$ cat config.mk
export PLATFORM = sky130hd
export DESIGN_NAME = notch_cfg_ctrl
export DESIGN_NICKNAME = d
export VERILOG_FILES = /design/src/rtl/notch_cfg_ctrl.sv
export SDC_FILE = /design/constraint.sdc
export NUM_CORES = 1
export LEC_CHECK = 0
export CAP_MARGIN = 5
export CORE_MARGIN = 8
export CORE_UTILIZATION = 59
export DETAILED_ROUTE_END_ITERATION = 8
export PLACE_DENSITY = 0.89
export SLEW_MARGIN = 15
export SYNTH_ARGS = -nofsm -noshare
export SYNTH_HDL_FRONTEND = slang
export SYNTH_SLANG_ARGS = --single-unit
$ cat constraint.sdc
create_clock -name CLK -period 6.15 [get_ports CLK]
set_clock_uncertainty 0.2 [all_clocks]
set_input_delay 0.9225 -clock CLK [delete_from_list [all_inputs] [get_ports CLK]]
set_output_delay 0.9225 -clock CLK [all_outputs]
set_load 0.02 [all_outputs]
$ cat src/rtl/notch_cfg_ctrl.sv
// rtl/notch_cfg_ctrl.sv - APB configuration and commit sequencer for two cascaded IIR notch stages
//
// Purpose: holds shadow coefficient and bypass registers written over APB,
// copies them to the active outputs on the first sample_strobe after a
// COMMIT, then holds the filters in reset for FLUSH_CYCLES cycles.
//
// Ports:
//   CLK, rst             clock, synchronous active-high reset
//   PSEL..PSLVERR        zero-wait-state APB slave (PREADY tied high)
//   sample_strobe        one-cycle pulse per input sample
//   coeff_s1, coeff_s2   active coefficients {b0,b1,b2,a1,a2}, b0 in the MSBs
//   en_out               EN to both stages
//   bypass_s1, bypass_s2 per-stage bypass (updated only on commit)
//   filt_rst_n           active-low reset to both stages
//   busy                 commit pending or flushing

module notch_cfg_ctrl #(
  parameter int                 WIDTH        = 16,
  parameter int                 FLUSH_CYCLES = 4,
  parameter logic [5*WIDTH-1:0] DEF_COEFF1   = {16'h4000, 16'h678e, 16'h4000, 16'h6473, 16'h3c38},
  parameter logic [5*WIDTH-1:0] DEF_COEFF2   = {16'h4000, 16'hc000, 16'h4000, 16'hc1ec, 16'h3c38}
) (
  input  logic                 CLK,
  input  logic                 rst,
  input  logic                 PSEL,
  input  logic                 PENABLE,
  input  logic                 PWRITE,
  input  logic [7:0]           PADDR,
  input  logic [15:0]          PWDATA,
  output logic [15:0]          PRDATA,
  output logic                 PREADY,
  output logic                 PSLVERR,
  input  logic                 sample_strobe,
  output logic [5*WIDTH-1:0]   coeff_s1,
  output logic [5*WIDTH-1:0]   coeff_s2,
  output logic                 en_out,
  output logic                 bypass_s1,
  output logic                 bypass_s2,
  output logic                 filt_rst_n,
  output logic                 busy
);

  localparam logic [1:0] ST_IDLE     = 2'd0;
  localparam logic [1:0] ST_WAIT_STB = 2'd1;
  localparam logic [1:0] ST_FLUSH    = 2'd2;

  localparam logic [7:0] A_LAST_COEFF = 8'h24;
  localparam logic [7:0] A_CTRL       = 8'h28;
  localparam logic [7:0] A_STATUS     = 8'h2C;
  localparam logic [7:0] A_ERRCLR     = 8'h30;

  localparam logic [7:0] FLUSH_LAST = 8'(FLUSH_CYCLES - 1);

  logic [1:0]           state;
  logic [7:0]           flush_cnt;
  logic [7:0]           commit_cnt;
  logic                 err;
  logic [5*WIDTH-1:0]   sh1;
  logic [5*WIDTH-1:0]   sh2;
  logic                 byp1_sh;
  logic                 byp2_sh;

  logic                 access;
  logic                 mapped;
  logic                 is_coeff;
  logic                 is_ctrl;
  logic [3:0]           coeff_idx;
  logic                 busy_viol;
  logic                 wr_ok;
  logic [WIDTH-1:0]     rd_coeff;

  assign access    = PSEL & PENABLE;
  assign mapped    = (PADDR[1:0] == 2'b00) && (PADDR <= A_ERRCLR);
  assign is_coeff  = mapped && (PADDR <= A_LAST_COEFF);
  assign is_ctrl   = (PADDR == A_CTRL);
  // word index 0..4 selects stage-1 b0..a2, 5..9 selects stage-2 b0..a2
  assign coeff_idx = PADDR[5:2];

  assign busy      = (state != ST_IDLE);
  // a commit in flight owns the shadow registers: coefficient writes and a
  // second COMMIT are refused, plain EN/BYP updates still go through
  assign busy_viol = access & PWRITE & busy & (is_coeff | (is_ctrl & PWDATA[3]));
  assign wr_ok     = access & PWRITE & mapped & ~busy_viol;

  assign PREADY     = 1'b1;
  assign PSLVERR    = access & (~mapped | busy_viol);
  assign filt_rst_n = ~(rst | (state == ST_FLUSH));

  always_comb begin
    rd_coeff = '0;
    for (int i = 0; i < 5; i++) begin
      if (coeff_idx == 4'(i))     rd_coeff = sh1[(4-i)*WIDTH +: WIDTH];
      if (coeff_idx == 4'(i + 5)) rd_coeff = sh2[(4-i)*WIDTH +: WIDTH];
    end
  end

  always_comb begin
    PRDATA = '0;
    if (access && !PWRITE && mapped) begin
      if (is_coeff)
        PRDATA = 16'(rd_coeff);
      else if (is_ctrl)
        PRDATA = {13'd0, byp2_sh, byp1_sh, en_out};
      else if (PADDR == A_STATUS)
        PRDATA = {commit_cnt, 6'd0, err, busy};
    end
  end

  always_ff @(posedge CLK) begin
    if (rst) begin
      state      <= ST_IDLE;
      flush_cnt  <= '0;
      commit_cnt <= '0;
      err        <= 1'b0;
      sh1        <= DEF_COEFF1;
      sh2        <= DEF_COEFF2;
      byp1_sh    <= 1'b0;
      byp2_sh    <= 1'b0;
      coeff_s1   <= DEF_COEFF1;
      coeff_s2   <= DEF_COEFF2;
      en_out     <= 1'b0;
      bypass_s1  <= 1'b0;
      bypass_s2  <= 1'b0;
    end else begin
      if (wr_ok) begin
        for (int i = 0; i < 5; i++) begin
          if (is_coeff && coeff_idx == 4'(i))     sh1[(4-i)*WIDTH +: WIDTH] <= PWDATA[WIDTH-1:0];
          if (is_coeff && coeff_idx == 4'(i + 5)) sh2[(4-i)*WIDTH +: WIDTH] <= PWDATA[WIDTH-1:0];
        end
        if (is_ctrl) begin
          en_out  <= PWDATA[0];
          byp1_sh <= PWDATA[1];
          byp2_sh <= PWDATA[2];
        end
        if (PADDR == A_ERRCLR)
          err <= 1'b0;
      end
      if (busy_viol)
        err <= 1'b1;

      case (state)
        ST_IDLE: begin
          // a strobe coinciding with the COMMIT write is not used; the
          // first usable strobe is sampled in WAIT_STB
          if (wr_ok && is_ctrl && PWDATA[3])
            state <= ST_WAIT_STB;
        end
        ST_WAIT_STB: begin
          if (sample_strobe) begin
            coeff_s1  <= sh1;
            coeff_s2  <= sh2;
            bypass_s1 <= byp1_sh;
            bypass_s2 <= byp2_sh;
            flush_cnt <= '0;
            state     <= ST_FLUSH;
          end
        end
        ST_FLUSH: begin
          if (flush_cnt == FLUSH_LAST) begin
            state      <= ST_IDLE;
            commit_cnt <= commit_cnt + 8'd1;
          end else begin
            flush_cnt <= flush_cnt + 8'd1;
          end
        end
        default: state <= ST_IDLE;
      endcase
    end
  end

endmodule

==> results_dict.tcl, run 1 <==
set metrics [dict create \
    setup_viol 0 \
    slew_viol_final 0 \
    grt_setup_unrepaired "no" \
    min_period_ns 5.39 \
    worstSetupPathType "primary input to primary output" \
    fillers 1723 \
    ys_seq_area_share_pct 47.8 \
    fin_nets 1882 \
    syn2layout_area_growth_pct 22.1 \
    tns_ns 0 \
    final_cell_mix "391 x nand2_1, 344 x dfxtp_1, 209 x a21oi_1, 208 x clkdlybuf4s50_1, 170 x nor2_1" \
    synth_nets 1755 \
    hp-class "flip-flop to flip-flop" \
    cts.sinks 344 \
    post_cts_resized 0 \
    maxCapViolations 0 \
    setup_slack_ns 0.763 \
    syn-cell-area_sq_um 14400 \
    initial_core_util_pct 59.6 \
    busiest_layer "met2" \
    grt_pass1_vias 12800 \
    avgRoutedWirePerCell_um 22.5 \
    met1_usage_pct 40.8 \
    vias 13500 \
    place_ws_ns 0.883 \
    dp_hpwl_um 34400 \
    firstDrtPassIters 9 \
    drive_gt1_share_pct 6.25 \
    slew_headroom_pct 16.1 \
    finalHoldViolations 0 \
    end_kind "primary output" \
    tritoncts "yes" \
    cts_buffer_depth 3 \
    first_iter_violations 1822 \
    via_per_inst 6.13 \
    grt_use_met2_pct 53.4 \
    drc 0 \
    grt_util_met3_pct 6.83 \
    ys_seq_elements 344 \
    numCtsBuffers 35 \
    worst_slew_pin_slew_ns 1.25 \
    path_clk_slew_ns 0.06 \
    syn_avg_cell_area_sq_um 8.36 \
    worstPathRequired_ns 5.03 \
    clock_latency_ns 0.52 \
    path_max_fanout 15 \
    grt_use_total_pct 32.7 \
    gp_congestion 0.962 \
    synth_edf_count 0 \
    finalCritPeriodShare_pct 87.6 \
    p_per_area_nw_per_um2 254 \
    die_width_um 172 \
    grt_max_degree 210 \
    ir_drop_uv 260 \
    drtAntennaViolNets 0 \
    wirelength_um 49500 \
    layout_commonest_cell "nand2_1" \
    leakagePower_nw 6.19 \
    worst_setup_path_start_kind "primary input" \
    globalRouteOverflowTotal 0 \
    run_status "complete, no violations" \
    root_buffer "clkbuf_16" \
    antenna_cells 0 \
    h-tree-depth 2 \
    ios 213 \
    yosys_warnings 0 \
    synth_cells 1723 \
    floorplan.die_area_sq_um 29700 \
    grt_pass1_wl_um 74500 \
    fmax_mhz 186 \
    io_buffers 211 \
    cts_hold_buf 0 \
    ys_types 64 \
    antenna_found_initial 0 \
    synth_ff_type "dfxtp_1" \
    die_h_um 172 \
    ys_async_sr_fraction_pct 0 \
    fp-row-count 57 \
    cts_setup_buffers 0 \
    core_sq_um 24200 \
    arrival_ns 4.26 \
]
## cell type report
class / instances / area (sq um) / area share (%)
inverter: 12 / 45.0 / 0.256
sequential: 344 / 6890 / 39.2
multi-input combinational: 1220 / 6820 / 38.8
clock buffer: 50 / 1000 / 5.71
clock inverter: 10 / 72.6 / 0.413
tap: 324 / 405 / 2.31
timing repair buffer: 237 / 2340 / 13.3
## routing by layer
layer | vias to the layer above | part of all wire, %
met3 | 178 | 9.3
met2 | 776 | 46
li1 | 6112 | -
met4 | 0 | 5.1
met5 | - | 0
met1 | 6393 | 40
## path summary, 6_finish.rpt
check / endpoint / from / cells past startpoint / slack, ns
min reg2reg: coeff_s2[72] / coeff_s2[72] / 2 / 0.25
max reg2reg: sh1[21] / state[1] / 6 / 3.21
max: PRDATA[8] / PADDR[5] / 8 / 0.76
min: coeff_s2[72] / coeff_s2[72] / 2 / 0.25
## cell families (layout without fill, tap and decap cells)
kind of cell,count (synthesis),after routing,share of synthesized area [%]
DFF,344,344,47.8
and+or+nand+nor,733,733,22.9
buffers and inverters,159,309,5.07
other,1,1,0.0260
muxes,127,127,8.92
adders and majority gates,2,2,0.174
AOI/OAI and AO/OA,347,347,14.5
xor gates and xnor gates,10,10,0.608
## flip-flops by register name (all words and copies together), names as in the netlist
| register | count |
|---|---|
| en_out | 1 |
| bypass_s1 | 1 |
| byp2_sh | 1 |
| byp1_sh | 1 |
| sh1 | 80 |
| commit_cnt | 8 |
| coeff_s2 | 80 |
| coeff_s1 | 80 |
| sh2 | 80 |
| flush_cnt | 8 |
| err | 1 |
| bypass_s2 | 1 |
| state | 2 |
## power breakdown
part	total (mW)	internal (mW)	leakage, nW	switching [mW]
logic	0.226	0.0627	2.88	0.164
clock network	2.00	1.14	0.533	0.863
registers	2.23	2.23	2.77	0.000233
## synth_stat cells, drive strengths merged, types with 5 or more instances
master | instances | area share (%)
nand2 | 391 | 10
dfxtp | 344 | 48
a21oi | 209 | 7.3
nor2 | 173 | 4.6
mux2i | 117 | 8.1
clkbuf | 96 | 2.5
nand3b | 54 | 2.8
buf | 51 | 2.3
nor3 | 31 | 1.1
o21ai | 30 | 1.1
a211o | 15 | 0.91
nor2b | 15 | 0.65
o22ai | 14 | 0.61
nand3 | 13 | 0.49
inv | 12 | 0.31
nand2b | 12 | 0.52
mux2 | 10 | 0.78
o21a | 10 | 0.52
nor4 | 9 | 0.81
o2bb2ai | 9 | 0.55
xor2 | 9 | 0.55
a211oi | 7 | 0.36
o221ai | 7 | 0.43
a221oi | 6 | 0.36
a22oi | 6 | 0.31
nor3b | 6 | 0.31
or3b | 6 | 0.36
o2111ai | 5 | 0.30
or3 | 5 | 0.22
## worst max-delay path: stages
cell and delay, ns:
clkdlybuf4s50_1 0.77, buf_4 0.38, nor2b_1 0.46, o21ai_0 0.24, a22oi_1 0.36, o2bb2ai_1 0.16, a211oi_1 0.30, clkdlybuf4s50_1 0.67
## through the flow
stage / total power [mW] / utilization [%] / instance area (sq um) / hold slack, ns / std cells
detailed placement: 2.50 / 68.3 / 16500 / 0.247 / 2137
global placement: 2.50 / 68.3 / 16500 / 0.243 / 2137
CTS: 4.46 / 72.7 / 17600 / 0.255 / 2197
floorplan: 2.41 / - / 14400 / 0.239 / 1723
finish: 4.46 / 72.7 / 17600 / 0.252 / 2197
global route: 4.58 / 72.7 / 17600 / 0.270 / 2197
(Power assumes the default switching activity.)
==> inputs of run 2 (changes only) <==
--- a/config.mk
+++ b/config.mk
@@ -5,7 +5,7 @@
 export SDC_FILE = /design/constraint.sdc
 export NUM_CORES = 1
 export LEC_CHECK = 0
-export CAP_MARGIN = 5
+export CAP_MARGIN = 20
 export CORE_MARGIN = 8
 export CORE_UTILIZATION = 59
 export DETAILED_ROUTE_END_ITERATION = 8
==> run 2 against run 1 <==
Die area unchanged. Worst hold slack got worse by 0.00064 ns. Highest routed layer unchanged. Clock-buffer cell count grew 2. Cell count rose by 0.23%. Combinational power about the same. Total power is 2.1% higher. Global-route usage grew 0.48 points. Critical path type unchanged. Routed wire length grew 0.91%. Sequential share of layout area is 0.20 points lower.
==> results_dict.tcl, run 2 (synthesized netlist as in run 1, its figures left out) <==
set metrics [dict create \
    run_status "complete, no violations" \
    fin_nets 1885 \
    worst_setup_path_start_kind "primary input" \
    antenna_found_initial 0 \
    fmax_mhz 188 \
    grt_max_degree 210 \
    worst_slew_pin_slew_ns 1.00 \
    h-tree-depth 2 \
    grt_setup_unrepaired "no" \
    syn2layout_area_growth_pct 22.7 \
    path_max_fanout 15 \
    wirelength_um 50000 \
    drc 0 \
    cts_hold_buf 0 \
    slew_headroom_pct 33.3 \
    min_period_ns 5.33 \
    worstPathRequired_ns 5.03 \
    drtAntennaViolNets 0 \
    cts_setup_buffers 0 \
    grt_use_total_pct 33.2 \
    leakagePower_nw 6.24 \
    path_clk_slew_ns 0.05 \
    gp_congestion 0.962 \
    drive_gt1_share_pct 6.66 \
    cts.sinks 344 \
    arrival_ns 4.21 \
    core_sq_um 24200 \
    holdPathStages 2 \
    ir_drop_uv 203 \
    grt_pass1_vias 12900 \
    numCtsBuffers 36 \
    die_h_um 172 \
    grt_pass1_wl_um 75400 \
    hold_end "coeff_s2[72]" \
    root_buffer "clkbuf_16" \
    initial_core_util_pct 59.6 \
    r2r_start "state[1]" \
    worstSetupPathType "primary input to primary output" \
    dp_hpwl_um 34400 \
    post_cts_resized 0 \
    end_kind "primary output" \
    ios 213 \
    tns_ns 0 \
    layout_commonest_cell "nand2_1" \
    tritoncts "yes" \
    cts_buffer_depth 3 \
    antenna_cells 0 \
    p_per_area_nw_per_um2 258 \
    vias 13400 \
    finalHoldViolations 0 \
    fp-row-count 57 \
    avgRoutedWirePerCell_um 22.7 \
    maxCapViolations 0 \
    die_width_um 172 \
    io_buffers 211 \
    regToRegEndpoint "sh1[24]" \
    final_cell_mix "391 x nand2_1, 344 x dfxtp_1, 209 x a21oi_1, 208 x clkdlybuf4s50_1, 170 x nor2_1" \
    globalRouteOverflowTotal 0 \
    via_per_inst 6.10 \
    clock_latency_ns 0.52 \
    slew_viol_final 0 \
    hp-class "flip-flop to flip-flop" \
    hp-start "coeff_s2[72]" \
    first_iter_violations 1628 \
    finalCritPeriodShare_pct 86.7 \
    worst_r2r_path_depth 6 \
    fillers 1711 \
    setup_viol 0 \
    firstDrtPassIters 7 \
    rrSetupSlack_ns 3.47 \
    floorplan.die_area_sq_um 29700 \
    finalPower_mw 4.55 \
]
==> run 2: cell count changes in the layout (fill, tap and decap cells not counted) <==
cell / previous run / this run
buf_6: 0 / 2
clkbuf_16: 36 / 37
inv_6: 1 / 2
clkbuf_8: 5 / 9
clkbuf_1: 9 / 6
clkinvlp_4: 0 / 1
clkinv_8: 1 / 0
==> run 2: critical path, cell delays in order <==
cell and delay [ns]:
clkdlybuf4s50_1 0.76, buf_4 0.37, nor2b_1 0.44, o21ai_0 0.21
a22oi_1 0.32, o2bb2ai_1 0.18, a211oi_1 0.33, clkdlybuf4s50_1 0.68
==> run 2: metal layers <==
metal,part of all wire (%),track usage (%)
met2,47,54.7
met5,0,0
met3,9.9,6.80
met4,4.9,16.3
met1,38,40.8
==> run 2: final cells by class <==
type / count / area [sq um] / share of cell area [%]
clock buffers: 52 / 1070 / 6.07
clock inverters: 11 / 72.6 / 0.411
inverters: 12 / 45.0 / 0.255
multi-input cells: 1220 / 6820 / 38.6
flip-flops and latches: 344 / 6890 / 39.0
well taps: 324 / 405 / 2.29
repair buffers: 239 / 2360 / 13.4
==> run 2: worst max path at each step <==
stage | startpoint | endpoint | slack, ns | cells past startpoint
final | PADDR[5] | PRDATA[9] | 0.82 | 8
after global routing | PADDR[5] | PRDATA[10] | 0.63 | 8
after CTS | PADDR[5] | PRDATA[9] | 0.90 | 8
after detailed placement | PADDR[5] | PRDATA[9] | 0.92 | 8
after global placement | PADDR[5] | PRDATA[0] | 0.93 | 7
after floorplan | PADDR[4] | PRDATA[4] | 2.41 | 7
==> run 2: through the flow <==
| stage | instance area, sq um | cells | setup WS (ns) | hold slack (ns) | util, % |
|---|---|---|---|---|---|
| 6_report | 17700 | 2202 | 0.820 | 0.251 | 73.1 |
| 5_1_grt | 17700 | 2202 | 0.633 | 0.271 | 73.1 |
| 4_1_cts | 17700 | 2201 | 0.896 | 0.254 | 73.0 |
| 3_5_place_dp | 16500 | 2138 | 0.916 | 0.246 | 68.3 |
| 3_3_place_gp | 16500 | 2137 | 0.931 | 0.243 | 68.3 |
| 2_1_floorplan | 14400 | 1723 | 2.41 | 0.239 | - |
==> run 2: power breakdown <==
group / internal [mW] / total (mW) / switching [mW]
combinational: 0.0627 / 0.226 / 0.163
clock: 1.22 / 2.10 / 0.883
sequential: 2.23 / 2.23 / 0.000235
